`config.mk`:
```
export PLATFORM = sky130hd
export DESIGN_NAME = sample_link_framer
export DESIGN_NICKNAME = d
export VERILOG_FILES = /design/src/rtl/sample_link_framer.sv
export SDC_FILE = /design/constraint.sdc
export NUM_CORES = 1
export LEC_CHECK = 0
export ABC_AREA = 0
export BUFFER_PORTS_ARGS = -buffer_cell sky130_fd_sc_hd__clkbuf_2
export CAP_MARGIN = 25
export CORE_MARGIN = 2
export CORE_UTILIZATION = 46
export CTS_BUF_LIST = sky130_fd_sc_hd__clkbuf_4 sky130_fd_sc_hd__clkbuf_8
export CTS_CLUSTER_DIAMETER = 60
export CTS_CLUSTER_SIZE = 28
export DETAILED_ROUTE_END_ITERATION = 10
export PLACE_DENSITY = 0.69
export SYNTH_ARGS = -nofsm -noshare
export SYNTH_HDL_FRONTEND = slang
export SYNTH_SLANG_ARGS = --single-unit
```
`constraint.sdc`:
```
create_clock -name clk_i -period 2.83 [get_ports clk_i]
set_clock_uncertainty 0.05 [all_clocks]
set_input_delay 0.566 -clock clk_i [delete_from_list [all_inputs] [get_ports clk_i]]
set_output_delay 0.566 -clock clk_i [all_outputs]
set_load 0.01 [all_outputs]
```
`src/rtl/sample_link_framer.sv`:
```
// sample_link_framer: serialises CHANNELS x DATA_W ADC frames into 7-bit-payload FIFO bytes and deserialises one returned frame into DAC samples.
// Define SAMPLE_LINK_FRAMER_STATS_EN to add saturating TX/RX error and dropped-edge counters.
module sample_link_framer #(
   parameter int DATA_W     = 14,
   parameter int CHANNELS   = 2,
   parameter int LEDCNT_MAX = 7200000
) (
   input  logic                       clk_i,
   input  logic                       reset_ni,
   input  logic [CHANNELS*DATA_W-1:0] adc_data_i,
   input  logic                       adc_data_rdy_i,
   output logic [CHANNELS*DATA_W-1:0] dac_data_o,
   output logic                       dac_data_rdy_o,
   output logic                       fifo_tx_data_rdy_o,
   output logic [7:0]                 fifo_tx_data_o,
   input  logic                       fifo_tx_ok_i,
   input  logic                       fifo_tx_err_i,
   output logic                       fifo_rx_poll_o,
   input  logic                       fifo_rx_data_rdy_i,
   input  logic [7:0]                 fifo_rx_data_i,
   input  logic                       fifo_rx_err_i,
   output logic                       led_txerr_o,
   output logic                       led_rxerr_o
`ifdef SAMPLE_LINK_FRAMER_STATS_EN
   ,
   output logic [15:0]                stat_tx_err_o,
   output logic [15:0]                stat_rx_err_o,
   output logic [15:0]                stat_drop_o
`endif
);
   localparam int NBYTES = (DATA_W + 6) / 7;
   localparam int NB7    = 7 * NBYTES;
   localparam int FRAME  = CHANNELS * NBYTES;
   localparam int FW     = 7 * FRAME;
   localparam int IW     = $clog2(FRAME + 1);
   localparam int LW     = $clog2(LEDCNT_MAX + 1);
   localparam logic [IW-1:0] LAST = IW'(FRAME - 1);

   typedef enum logic [2:0] {IDLE, TX_REQ, TX_WAIT, RX_REQ, RX_WAIT, DONE} state_t;

   state_t                     state_q, state_d;
   logic [IW-1:0]              idx_q;
   logic                       adc_q, adc_qq, tx_mark_q;
   logic [FW-1:0]              tx_sr_q, shadow_q, pad, sh_n;
   logic [CHANNELS*DATA_W-1:0] dac_q, dac_n;
   logic [LW-1:0]              txcnt_q, rxcnt_q;
   logic                       rise, last, mark_ok, rx_ok, tx_err_ev, rx_err_ev;

   assign rise      = adc_q & ~adc_qq;
   assign last      = idx_q == LAST;
   assign mark_ok   = fifo_rx_data_i[7] == (idx_q == '0);
   assign rx_ok     = state_q == RX_WAIT && fifo_rx_data_rdy_i && mark_ok;
   assign tx_err_ev = state_q == TX_WAIT && !fifo_tx_ok_i && fifo_tx_err_i;
   assign rx_err_ev = state_q == RX_WAIT && (fifo_rx_data_rdy_i ? !mark_ok : fifo_rx_err_i && idx_q != '0);
   assign sh_n      = (shadow_q << 7) | FW'(fifo_rx_data_i[6:0]);

   // Channel 0 sits at the top of the padded frame so both directions shift MSB-first
   always_comb begin
      pad   = '0;
      dac_n = '0;
      for (int c = 0; c < CHANNELS; c++) begin
         pad[(CHANNELS-1-c)*NB7 +: NB7] = NB7'(adc_data_i[c*DATA_W +: DATA_W]);
         dac_n[c*DATA_W +: DATA_W]      = sh_n[(CHANNELS-1-c)*NB7 +: DATA_W];
      end
   end

   always_ff @(posedge clk_i or negedge reset_ni)
      if (!reset_ni) state_q <= IDLE;
      else           state_q <= state_d;

   always_comb begin
      state_d = state_q;
      case (state_q)
         IDLE:    if (rise) state_d = TX_REQ;
         TX_REQ:  state_d = TX_WAIT;
         TX_WAIT: if (fifo_tx_ok_i) state_d = last ? RX_REQ : TX_REQ;
                  else if (fifo_tx_err_i) state_d = RX_REQ;
         RX_REQ:  state_d = RX_WAIT;
         RX_WAIT: if (fifo_rx_data_rdy_i) state_d = !mark_ok ? IDLE : last ? DONE : RX_REQ;
                  else if (fifo_rx_err_i) state_d = IDLE;
         default: state_d = IDLE;
      endcase
   end

   always_comb begin
      fifo_tx_data_rdy_o = state_q == TX_REQ;
      fifo_rx_poll_o     = state_q == RX_REQ;
      dac_data_rdy_o     = state_q == DONE;
      fifo_tx_data_o     = {tx_mark_q, tx_sr_q[FW-1 -: 7]};
      dac_data_o         = dac_q;
      led_txerr_o        = txcnt_q != '0;
      led_rxerr_o        = rxcnt_q != '0;
   end

   // The final byte loads dac_q directly so the data is valid during the DONE pulse
   always_ff @(posedge clk_i or negedge reset_ni)
      if (!reset_ni) begin
         adc_q     <= 1'b0;
         adc_qq    <= 1'b0;
         idx_q     <= '0;
         tx_sr_q   <= '0;
         tx_mark_q <= 1'b0;
         shadow_q  <= '0;
         dac_q     <= '0;
         txcnt_q   <= '0;
         rxcnt_q   <= '0;
      end else begin
         adc_q  <= adc_data_rdy_i;
         adc_qq <= adc_q;
         idx_q  <= (state_d == IDLE || (state_q == TX_WAIT && state_d == RX_REQ)) ? '0 :
                   ((state_q == TX_WAIT && state_d == TX_REQ) || (state_q == RX_WAIT && state_d == RX_REQ)) ? idx_q + IW'(1) : idx_q;
         if (state_q == IDLE && rise) begin
            tx_sr_q   <= pad;
            tx_mark_q <= 1'b1;
         end else if (state_q == TX_WAIT && fifo_tx_ok_i && !last) begin
            tx_sr_q   <= tx_sr_q << 7;
            tx_mark_q <= 1'b0;
         end
         if (rx_ok) shadow_q <= sh_n;
         if (rx_ok && last) dac_q <= dac_n;
         txcnt_q <= tx_err_ev ? LW'(LEDCNT_MAX) : txcnt_q - LW'(txcnt_q != '0);
         rxcnt_q <= rx_err_ev ? LW'(LEDCNT_MAX) : rxcnt_q - LW'(rxcnt_q != '0);
      end

`ifdef SAMPLE_LINK_FRAMER_STATS_EN
   always_ff @(posedge clk_i or negedge reset_ni)
      if (!reset_ni) begin
         stat_tx_err_o <= '0;
         stat_rx_err_o <= '0;
         stat_drop_o   <= '0;
      end else begin
         if (tx_err_ev && stat_tx_err_o != 16'hFFFF) stat_tx_err_o <= stat_tx_err_o + 16'd1;
         if (rx_err_ev && stat_rx_err_o != 16'hFFFF) stat_rx_err_o <= stat_rx_err_o + 16'd1;
         if (rise && state_q != IDLE && stat_drop_o != 16'hFFFF) stat_drop_o <= stat_drop_o + 16'd1;
      end
`endif
endmodule

```
==> flow_summary.json <==
{
  "startpoint_type": "flop",
  "yosys_warnings": 0,
  "synth.net_count": 568,
  "finalPower_uw": 6070,
  "ys_seq_area_share_pct": 55.8,
  "numClockSinks": 132,
  "final_hold_viol_count": 0,
  "portBuffers": 83,
  "synth_edf_count": 0,
  "ff2ff_setup_slack_ns": 0.19,
  "vias": 4070,
  "fin_setup_tns_ns": 0,
  "die_h_um": 117,
  "ant_nets": 0,
  "slew_headroom_pct": 60.2,
  "synth_seq_cells": 132,
  "avgSynthCellArea_um2": 11.5,
  "cts_root_buffer": "clkbuf_8",
  "grt_pass1_wl_mm": 19.9,
  "max_freq_mhz": 379,
  "grt_pass1_vias": 4186,
  "ioPinCount": 84,
  "first_pass_iters": 4,
  "grt_overflow": 0,
  "p_per_area_nw_per_um2": 856,
  "initial_core_util_pct": 46.9,
  "multiInputGateArea_um2": 2480,
  "final_nets": 661,
  "drt_first_iter_violations": 169,
  "cellLeakagePower_uw": 0.00323,
  "use_met3_pct": 6.06,
  "dp_slack_ns": 0.00675,
  "rr_worst_depth": 10,
  "place.gp.congestion": 0.838,
  "n_antenna_cell": 0,
  "worst_r2r_endpoint": "rxcnt_q[14]",
  "worstSetupEndpointType": "flop",
  "startpoint": "rxcnt_q[7]",
  "drt_wl_total_mm": 11.7,
  "crit_arrival_ns": 2.90,
  "period_needed_ns": 2.64,
  "cts_tree": "built",
  "cap_violations": 0,
  "async_reset_ff_share_pct": 100,
  "required_ns": 3.09,
  "htree_levels": 4,
  "ys.flop_type": "dfrtp_1",
  "wl_per_cell_um": 14.7,
  "vdd_drop_max_uv": 447,
  "worst_pin_slew_ns": 0.595,
  "dieArea_um2": 13800,
  "drv_slew": 0,
  "clock_latency_ns": 0.45,
  "grt_use_total_pct": 18.0,
  "cts_buffers": 17,
  "core-area_um2": 12600,
  "period_share_pct": 93.3,
  "num_rows": 41,
  "cts_buffer_depth": 2,
  "path_class": "reg2reg",
  "antenna_found_initial": 0,
  "status": "complete, no violations",
  "hold_ws_ns": 0.0320,
  "setup_viol": 0,
  "via_per_inst": 5.13,
  "rsz0062_at_grt": "yes",
  "hp-class": "in2async",
  "worstPathMaxFanout": 7,
  "synthCells": 516,
  "use_met2_pct": 27.8,
  "crit_end": "rxcnt_q[14]",
  "syn_area_um2": 5920,
  "drive_above_1_share_pct": 32.8,
  "r2r_start": "rxcnt_q[7]",
  "setup_ws_ns": 0.190,
  "layout.cells.non_filler": 794,
  "post-dp-hpwl_mm": 8.15,
  "yosysUniqueCellTypes": 46,
  "place_inst": 760,
  "register_area_um2": 3300,
  "drc": 0,
  "grt_most_used_layer": "met2",
  "area_growth_pct": 19.6,
  "cts.clk_slew.worst_paths_ns": 0.08,
  "fill_cells": 1135,
  "met1_usage_pct": 23.3,
  "grt_max_degree": 39,
  "die_x_um": 117
}
## layer usage
| metal | vias to the layer above | wire, µm |
|---|---|---|
| met5 | - | 0 |
| met4 | 0 | 256 |
| met3 | 19 | 732 |
| met2 | 101 | 5320 |
| met1 | 1984 | 5350 |
| li1 | 1966 | - |
## worst max-delay path: stages (launching register included)
cell and delay, ns:
dfrtp_1 0.46, nor4_4 0.30, nand2_1 0.11, or4_4 0.56, ha_1 0.22, ha_1 0.18, or2b_2 0.19, or4_4 0.19
nor4_4 0.05, xnor2_1 0.13, nand2_1 0.07
## final cells by class
type,count,area share [%]
clock buffers,19,3.69
repair buffers,103,8.19
flip-flops and latches,132,46.6
inverters,13,0.689
clock inverters,13,2.75
well taps,172,3.04
multi-input cells,342,35.0
## power by group
group          switching, µW  internal, µW  leakage, µW
sequential               424          2400      0.00163
combinational            746           703      0.00136
clock                    765          1020     0.000232
total                   1940          4130      0.00323
## worst min-delay path by stage
stage	endpoint	slack (ns)
6_report	tx_sr_q[22]	0.03
5_1_grt	tx_sr_q[6]	0.04
4_1_cts	tx_sr_q[22]	0.03
3_5_place_dp	adc_qq	0.34
3_3_place_gp	adc_qq	0.34
2_1_floorplan	adc_q	0.22
## metrics by stage
stage | util (%) | cell area, µm²
2_1_floorplan | - | 5930
5_1_grt | 56.1 | 7090
6_report | 56.1 | 7090
3_3_place_gp | 52.0 | 6560
4_1_cts | 55.7 | 7030
3_5_place_dp | 52.0 | 6560
## repair_timing
action	4_1_cts	5_1_grt
gates cloned	0	0
pin swaps	0	2
hold endpoints to repair	0	0
setup buffers	0	2
resized for setup	1	7
endpoints found under the setup margin	1	11
hold buffers	0	0
## kinds of logic (layout without fill, tap and decap cells)
kind of cell | after synthesis | after routing | share of synthesized area, %
AOI/OAI and AO/OA | 53 | 53 | 5.39
xor gates and xnor gates | 34 | 34 | 5.03
adders and majority gates | 9 | 9 | 1.90
buffers and inverters | 42 | 148 | 3.36
DFF | 132 | 132 | 55.8
muxes | 73 | 73 | 13.4
and+or+nand+nor | 173 | 173 | 15.2
## sequential cells by signal (all words and copies together), names as in the netlist
signal and count:
txcnt_q 23, adc_qq 1, adc_q 1, dac_data_o 28, tx_sr_q 28, state_q 3, shadow_q 21, rxcnt_q 23
tx_mark_q 1, idx_q 3
## synth_stat cells (all sizes together), types with 9 or more instances
cell	number	area, µm²
dfrtp	132	3300
nand2	51	191
mux2	49	552
nor2	44	165
o21ai	30	150
mux2i	24	240
xnor2	24	210
clkbuf	17	63.8
nor4	14	109
inv	13	48.8
nor3	13	85.1
buf	12	86.3
nand3	12	60.1
or3	11	70.1
xor2	10	87.6
ha	9	113
## placed cells by master, fill, tap and decap left out, types with 5 or more instances in the layout
cell type  netlist  final
a21oi_1          7      7
a22o_1           7      7
buf_4            8     20
clkbuf_2         0     82
clkbuf_8         0     19
dfrtp_1        132    131
ha_1             9      9
inv_1           13     13
inv_6            0      5
mux2_2          49     49
mux2i_1         24     24
nand2_1         51     51
nand3_1         12     12
nor2_1          44     43
nor3_1           9      9
nor4_1          12      9
o21ai_0         30     30
or3_1           10     10
xnor2_1         24     24
xor2_1          10     10
Power figures use the tool's default switching activity.
